## src/rtl/port_ring_insert_arb_if.sv

```systemverilog
// port_ring_insert_arb_if: ring-in, local-port and ring-out handshakes plus grant/defer status
interface port_ring_insert_arb_if #(
    parameter int w     = 66,
    parameter int cnt_w = 3
);
    logic             ri_srdy;
    logic             ri_drdy;
    logic [w-1:0]     ri_data;
    logic             lp_srdy;
    logic             lp_drdy;
    logic [w-1:0]     lp_data;
    logic             ro_srdy;
    logic             ro_drdy;
    logic [w-1:0]     ro_data;
    logic             gnt_ring;
    logic             gnt_local;
    logic [cnt_w-1:0] defer_cnt;
    modport master (
        output ri_srdy, ri_data, lp_srdy, lp_data, ro_drdy,
        input  ri_drdy, lp_drdy, ro_srdy, ro_data, gnt_ring, gnt_local, defer_cnt
    );
    modport slave (
        input  ri_srdy, ri_data, lp_srdy, lp_data, ro_drdy,
        output ri_drdy, lp_drdy, ro_srdy, ro_data, gnt_ring, gnt_local, defer_cnt
    );
endinterface

```

## src/rtl/port_ring_insert_arb.sv

```systemverilog
// port_ring_insert_arb: packet-granular ring/local arbiter for one ring stop with bounded local starvation
module port_ring_insert_arb #(
    parameter int         rdp_sz     = 64,
    parameter int         pcc_lsb    = 64,
    parameter logic [1:0] pcc_eop    = 2'd2,
    parameter logic [1:0] pcc_badeop = 2'd3,
    parameter int         max_defer  = 4,
    parameter int         cnt_w      = 3
) (
    input logic                   clk,
    input logic                   reset,
    port_ring_insert_arb_if.slave bus
);
    // PCC sitting at or above rdp_sz rides alongside the payload, widening the word
    localparam int ww = (rdp_sz > pcc_lsb + 1) ? rdp_sz : pcc_lsb + 2;
    typedef enum logic [2:0] {IDLE = 3'b001, RING = 3'b010, LOCAL = 3'b100} state_t;
    state_t           state_q, state_d;
    logic [cnt_w-1:0] defer_cnt_q, defer_cnt_d;
    logic             idle, force_local, pick_local, sel_local, sel_ring, src_srdy, xfer, eop;
    logic [ww-1:0]    sel_word;
    always_comb begin
        idle        = state_q == IDLE;
        force_local = bus.lp_srdy && (defer_cnt_q >= cnt_w'(max_defer));
        pick_local  = force_local || (bus.lp_srdy && !bus.ri_srdy);
        sel_local   = idle ? pick_local : state_q == LOCAL;
        sel_ring    = idle ? (!pick_local && bus.ri_srdy) : state_q == RING;
        src_srdy    = !reset && (sel_local ? bus.lp_srdy : (sel_ring && bus.ri_srdy));
        xfer        = src_srdy && bus.ro_drdy;
        sel_word    = sel_local ? bus.lp_data : sel_ring ? bus.ri_data : '0;
        eop         = sel_word[pcc_lsb+:2] == pcc_eop || sel_word[pcc_lsb+:2] == pcc_badeop;
        state_d     = xfer ? (eop ? IDLE : sel_local ? LOCAL : RING) : state_q;
        // starvation count moves only when a packet starts
        defer_cnt_d = !(idle && xfer) ? defer_cnt_q :
                      sel_local ? '0 :
                      (bus.lp_srdy && defer_cnt_q != '1) ? defer_cnt_q + cnt_w'(1) : defer_cnt_q;
    end
    assign bus.ro_srdy   = src_srdy;
    assign bus.ri_drdy   = xfer && sel_ring;
    assign bus.lp_drdy   = xfer && sel_local;
    assign bus.ro_data   = sel_word;
    assign bus.gnt_ring  = state_q == RING;
    assign bus.gnt_local = state_q == LOCAL;
    assign bus.defer_cnt = defer_cnt_q;
    always_ff @(posedge clk) begin
        if (reset) begin
            state_q     <= IDLE;
            defer_cnt_q <= '0;
        end else begin
            state_q     <= state_d;
            defer_cnt_q <= defer_cnt_d;
        end
    end
endmodule

```

## src/flat_wrapper.sv

```systemverilog
// flat-port wrapper written by rule: the top's interface ports become plain ports
module port_ring_insert_arb_flat 
#(
    parameter int         rdp_sz     = 64,
    parameter int         pcc_lsb    = 64,
    parameter logic [1:0] pcc_eop    = 2'd2,
    parameter logic [1:0] pcc_badeop = 2'd3,
    parameter int         max_defer  = 4,
    parameter int         cnt_w      = 3
)
  (clk, reset, bus_ri_srdy, bus_ri_data, bus_lp_srdy, bus_lp_data, bus_ro_drdy, bus_ri_drdy, bus_lp_drdy, bus_ro_srdy, bus_ro_data, bus_gnt_ring, bus_gnt_local, bus_defer_cnt);
  port_ring_insert_arb_if #(.w(66), .cnt_w(cnt_w)) bus_i ();
  input logic clk;
  input logic reset;
  input wire logic [$bits(bus_i.ri_srdy)-1:0] bus_ri_srdy;
  input wire logic [$bits(bus_i.ri_data)-1:0] bus_ri_data;
  input wire logic [$bits(bus_i.lp_srdy)-1:0] bus_lp_srdy;
  input wire logic [$bits(bus_i.lp_data)-1:0] bus_lp_data;
  input wire logic [$bits(bus_i.ro_drdy)-1:0] bus_ro_drdy;
  output wire logic [$bits(bus_i.ri_drdy)-1:0] bus_ri_drdy;
  output wire logic [$bits(bus_i.lp_drdy)-1:0] bus_lp_drdy;
  output wire logic [$bits(bus_i.ro_srdy)-1:0] bus_ro_srdy;
  output wire logic [$bits(bus_i.ro_data)-1:0] bus_ro_data;
  output wire logic [$bits(bus_i.gnt_ring)-1:0] bus_gnt_ring;
  output wire logic [$bits(bus_i.gnt_local)-1:0] bus_gnt_local;
  output wire logic [$bits(bus_i.defer_cnt)-1:0] bus_defer_cnt;
  assign bus_i.ri_srdy = bus_ri_srdy;
  assign bus_i.ri_data = bus_ri_data;
  assign bus_i.lp_srdy = bus_lp_srdy;
  assign bus_i.lp_data = bus_lp_data;
  assign bus_i.ro_drdy = bus_ro_drdy;
  assign bus_ri_drdy = bus_i.ri_drdy;
  assign bus_lp_drdy = bus_i.lp_drdy;
  assign bus_ro_srdy = bus_i.ro_srdy;
  assign bus_ro_data = bus_i.ro_data;
  assign bus_gnt_ring = bus_i.gnt_ring;
  assign bus_gnt_local = bus_i.gnt_local;
  assign bus_defer_cnt = bus_i.defer_cnt;
  port_ring_insert_arb #(.rdp_sz(rdp_sz), .pcc_lsb(pcc_lsb), .pcc_eop(pcc_eop), .pcc_badeop(pcc_badeop), .max_defer(max_defer), .cnt_w(cnt_w)) u_core (.clk(clk), .reset(reset), .bus(bus_i));
endmodule
```

## config.mk

```make
export PLATFORM = sky130hd
export DESIGN_NAME = port_ring_insert_arb_flat
export DESIGN_NICKNAME = d
export VERILOG_FILES = /design/src/rtl/port_ring_insert_arb_if.sv /design/src/rtl/port_ring_insert_arb.sv /design/src/flat_wrapper.sv
export SDC_FILE = /design/constraint.sdc
export NUM_CORES = 1
export LEC_CHECK = 0
export ABC_CLOCK_PERIOD_IN_PS = 4560
export CAP_MARGIN = 20
export CORE_AREA = 2 2 82 84
export DETAILED_ROUTE_END_ITERATION = 10
export DIE_AREA = 0 0 84 86
export GPL_TIMING_DRIVEN = 1
export PLACE_DENSITY = 0.69
export SYNTH_ARGS = -nofsm -noshare
export SYNTH_HDL_FRONTEND = slang
export SYNTH_SLANG_ARGS = --single-unit
```

## constraint.sdc

```tcl
create_clock -name clk -period 4.56 [get_ports clk]
set_input_delay 1.368 -clock clk [delete_from_list [all_inputs] [get_ports clk]]
set_output_delay 1.368 -clock clk [all_outputs]
set_load 0.02 [all_outputs]
```

Word level (Yosys, flattened, before mapping)
Cells that the tools add are included.
Word-level totals
  register bits after elaboration: 6
  output and inout bits: 74
  logic and storage cells: 36
Operators by class
  add/subtract/negate cells: 1
  order comparisons: 1
  eq/ne operators: 6
  mux-type cells: 9
  reductions and logical operators: 17
Operators by type and width (count)
  $mux W66: 2
  $mux W3: 4
  $logic_and A1 B1 Y1: 10
  $eq A2 B2 Y1 const B: 2
  $add A3 B1 Y3 const B: 1
  $eq A3 B1 Y1 const B: 1
  $eq A3 B2 Y1 const B: 1
  $eq A3 B3 Y1 const B: 1
  $ge A3 B3 Y1 const B: 1
  $logic_not A1 Y1: 3
  $mux W1: 3
  $ne A3 B3 Y1 const B: 1
  $logic_or A1 B1 Y1: 2
  $reduce_and A2 Y1: 1
  $reduce_bool A2 Y1: 1

Logic depth before layout (Yosys ltp)
Gate-level depths: netlist of the first run.
  word-level depth: 12
  gate-level depth with buffers: 7
  mapped depth without buffers: 6

Worst setup path after synthesis of the first run
No wires, ideal clock.
  kind: in2out
  start: input bus_lp_srdy
  end: output bus_ri_drdy
  arrival time: 2471 ps
  setup slack: 721 ps
  cell stages on the path: 4
  path buffers: 0
  path through: nor2_1 nor4b_1 o21ai_0 nor3_1
On the way
  cells in the longest elaborated chain, start to end: 10
  elaborated cells on any way between the ends: 12
  those cells by class: mux (3); reduce/logical (9)
Ends and longest elaborated chain
  from (decl): RTL line flat_wrapper.sv:17  | input wire logic [$bits(bus_i.lp_srdy)-1:0] bus_lp_srdy;
  $logic_and A1 B1 Y1, on equally long branches: RTL line port_ring_insert_arb.sv:23, port_ring_insert_arb.sv:24
  $logic_or A1 B1 Y1: RTL line port_ring_insert_arb.sv:24  | pick_local = force_local || (bus.lp_srdy && !bus.ri_srdy);
  $logic_not A1 Y1: RTL line port_ring_insert_arb.sv:26  | sel_ring = idle ? (!pick_local && bus.ri_srdy) : state_q == RING;
  $logic_and A1 B1 Y1: RTL line port_ring_insert_arb.sv:26
  $mux W1: RTL line port_ring_insert_arb.sv:26
  $logic_and A1 B1 Y1: RTL line port_ring_insert_arb.sv:27  | src_srdy = !reset && (sel_local ? bus.lp_srdy : (sel_ring && bus.ri_srdy));
  $mux W1: RTL line port_ring_insert_arb.sv:27
  $logic_and A1 B1 Y1: RTL line port_ring_insert_arb.sv:27
  $logic_and A1 B1 Y1: RTL line port_ring_insert_arb.sv:28  | xfer = src_srdy && bus.ro_drdy;
  $logic_and A1 B1 Y1 *: RTL line port_ring_insert_arb.sv:38  | assign bus.ri_drdy = xfer && sel_ring;
  to (decl): RTL line flat_wrapper.sv:20  | output wire logic [$bits(bus_i.ri_drdy)-1:0] bus_ri_drdy;
Mark *: on every way between the ends. The rest lies on a longest branch, timed or not.

Worst setup path in the final report of the first run
  start: input bus_lp_srdy
  end: output bus_ro_data[65]
On the way
  cells in the longest elaborated chain, start to end: 7
  elaborated cells on any way between the ends: 9
  those cells by class: mux (4); reduce/logical (5)
Ends and longest elaborated chain
  $logic_and A1 B1 Y1, on equally long branches: RTL line port_ring_insert_arb.sv:23, port_ring_insert_arb.sv:24
  $logic_or A1 B1 Y1 *: RTL line port_ring_insert_arb.sv:24
  $logic_not A1 Y1: RTL line port_ring_insert_arb.sv:26
  $logic_and A1 B1 Y1: RTL line port_ring_insert_arb.sv:26
  $mux W1: RTL line port_ring_insert_arb.sv:26
  $mux W66: RTL line port_ring_insert_arb.sv:29  | sel_word = sel_local ? bus.lp_data : sel_ring ? bus.ri_data : '0;
  $mux W66 *: RTL line port_ring_insert_arb.sv:29
  to (decl): RTL line flat_wrapper.sv:23  | output wire logic [$bits(bus_i.ro_data)-1:0] bus_ro_data;
Marks and branches as above.

==> impl_metrics.env, run 1 <==
export IMPL_outcome="finished clean"
export IMPL_stdcell_count=423
export IMPL_cts_reportedPaths_clkPinSlew_ps=30
export IMPL_synthesis_nets=274
export IMPL_avgSynthCellArea_sq_um=8.07
export IMPL_powerDensity_mw_per_mm2=228
export IMPL_antenna_found_initial=0
export IMPL_synth_ff_type="dfxtp_1"
export IMPL_holdCritPathClass="reg -> reg"
export IMPL_dr_pass1_iters=4
export IMPL_wl_um=6820
export IMPL_clk_root_buffer_cell="clkbuf_8"
export IMPL_worst_ep_required_time_ps=3190
export IMPL_max_freq_mhz=223
export IMPL_holdWs_ps=483
export IMPL_setup_viol=0
export IMPL_fin_crit_ps=4470
export IMPL_worstMarginPinSlew_ps=442
export IMPL_drv_cap=0
export IMPL_final_common_cell="clkdlybuf4s50_1"
export IMPL_port_buffers=210
export IMPL_hold_viol=0
export IMPL_diodes=0
export IMPL_die_w_um=84
export IMPL_synthCells=135
export IMPL_max_slew_margin=0.704
export IMPL_synth_warnings=0
export IMPL_drt_iter0_markers=37
export IMPL_leakage_nw=1.53
export IMPL_grt_usage=0.174
export IMPL_grt_ovfl_total=0
export IMPL_final_cell_mix="clkdlybuf4s50_1 (141), dlygate4sd2_1 (66), a22o_1 (65)"
export IMPL_yosysUniqueCellTypes=31
export IMPL_syn_area_sq_mm=0.00109
export IMPL_area_growth_syn_to_layout_pct=208
export IMPL_worstPathCellList="clkdlybuf4s50_1 -> and4bb_1 -> a21o_2 -> and2_1 -> or2_2 -> clkdlybuf4s15_1"
export IMPL_rows=29
export IMPL_timing_final_max_slew_violations=0
export IMPL_layout_nets=487
export IMPL_numCtsBuffers=3
export IMPL_slowest_delay_ps=450
export IMPL_final_area_sq_mm=0.00335
export IMPL_gp_congestion=0.813
export IMPL_start_util=0.174
export IMPL_ys_seq_elements=6
export IMPL_postRouteAntennaNets=0
export IMPL_die_area_sq_mm=0.00722
export IMPL_synth_edf_count=0
export IMPL_grt_pass1_wl_um=10100
export IMPL_crit_arrival_ps=3110
export IMPL_vdd_drop_max_mv=0.129
export IMPL_critPathKind="in -> out"
export IMPL_clk_path_buf_depth=2
export IMPL_cp_end_kind="output pin"
export IMPL_cts_sinks=6
export IMPL_grt_start_max_net_pins=32
export IMPL_ys_seq_area_frac=0.110
export IMPL_clock_latency_ps=220
export IMPL_die_h_um=86
export IMPL_viasPerCell=4.73
export IMPL_h_tree_depth=1
export IMPL_dp_cells=420
export IMPL_vias=1999
export IMPL_core_area_sq_mm=0.00628
export IMPL_ios=211
export IMPL_drive_gt1_frac=0.0723
export IMPL_hold_buffers=0
export IMPL_ys_async_sr_fraction=0
export IMPL_place_hpwl_um=5860
export IMPL_wire_per_inst_um=16.1
export IMPL_fin_crit_sh=0.981
export IMPL_cts_tree="yes"
export IMPL_fin_skew_ps=1.57
export IMPL_path_max_fanout=4
export IMPL_cpMaxStageDelayCell="clkdlybuf4s50_1"
export IMPL_placed_area_sq_mm=0.00337
export IMPL_grt_pass1_vias=1988
export IMPL_rsz0062_at_grt="false"
export IMPL_cp_start_kind="input port"
export IMPL_drc=0
Yosys cell counts, types with 3 or more instances:
cell type	count	area share
nor2_1	4	0.014
a22o_1	65	0.52
nor2b_1	5	0.029
buf_2	11	0.051
dfxtp_1	6	0.11
nor3b_1	3	0.021
or3_1	3	0.017
inv_1	5	0.017
nand2_1	4	0.014
a21oi_1	4	0.018
report_power, final:
group | internal [mW] | switching, mW | total, mW | leakage, nW
clock | 0.0566 | 0.0222 | 0.0789 | 0.0216
combinational | 0.328 | 0.293 | 0.620 | 1.46
sequential | 0.0569 | 0.00728 | 0.0642 | 0.0489
final timing paths:
path / endpoint / depth (start not counted) / startpoint / slack (ps)
worst min register to register: u_core.bus.defer_cnt[1]$_SDFFE_PP0P_ / 2 / u_core.bus.defer_cnt[1]$_SDFFE_PP0P_ / 480
worst max-delay path: bus_ro_data[65] / 6 / bus_lp_srdy / 90
worst min-delay path: u_core.bus.defer_cnt[1]$_SDFFE_PP0P_ / 2 / u_core.bus.defer_cnt[1]$_SDFFE_PP0P_ / 480
worst max register to register: u_core.bus.defer_cnt[2]$_SDFFE_PP0P_ / 5 / u_core.state_q[2]$_SDFFE_PP0N_ / 2710
cell type report:
| type | count | area [sq um] |
|---|---|---|
| clock buffer | 3 | 41.3 |
| fill | 641 | 2920 |
| inverter | 5 | 18.8 |
| multi-input combinational | 107 | 877 |
| sequential | 6 | 120 |
| tap | 77 | 96.3 |
| timing repair buffer | 225 | 2200 |
registers in the layout (all words and copies together) (netlist names):
register and flops:
u_core.state_q 3, u_core.bus.defer_cnt 3
critical path: cells and delay by family:
| family | cells | cell delay (ps) |
|---|---|---|
| buffers and inverters | 2 | 750 |
| AND/OR/NAND/NOR | 3 | 700 |
| AO/OA/AOI/OAI | 1 | 290 |
kinds of logic after synthesis:
logic type | count (synthesis) | share of synthesized area
buffers and inverters | 22 | 0.109
AOI/OAI and AO/OA | 80 | 0.622
and+or+nand+nor | 25 | 0.135
adders and majority gates | 2 | 0.0230
DFF | 6 | 0.110
layer usage:
layer  vias up  GRT usage  share of wire
met3        10     0.0539           0.10
li1        974          -              -
met1       887      0.187           0.36
met4         0     0.0352          0.011
met2       128      0.335           0.52
met5         -          0              0
through the flow:
step / utilization / worst slack (ps) / TNS, ps / total power [mW]
final: 0.534 / 85.5 / 0 / 0.763
after detailed placement: 0.537 / -214 / -10850 / 0.760
after global routing: 0.534 / 8.66 / 0 / 0.812
after global placement: 0.537 / -206 / -9820 / 0.758
after CTS: 0.534 / 49.0 / 0 / 0.774
after floorplan: - / 721 / 0 / 0.378
repair_timing:
item / CTS / global route
setup buffers: 0 / 0
resized for setup: 73 / 3
endpoints found under the setup margin: 68 / 3
endpoints found under the hold margin: 0 / 0
Power figures use the tool's default switching activity.
==> run 2, diff against run 1 <==
- ABC_CLOCK_PERIOD_IN_PS: 4560 -> default
==> results of run 2 <==
Same layout as run 1: the final DEF is identical, and so are final timing and power.
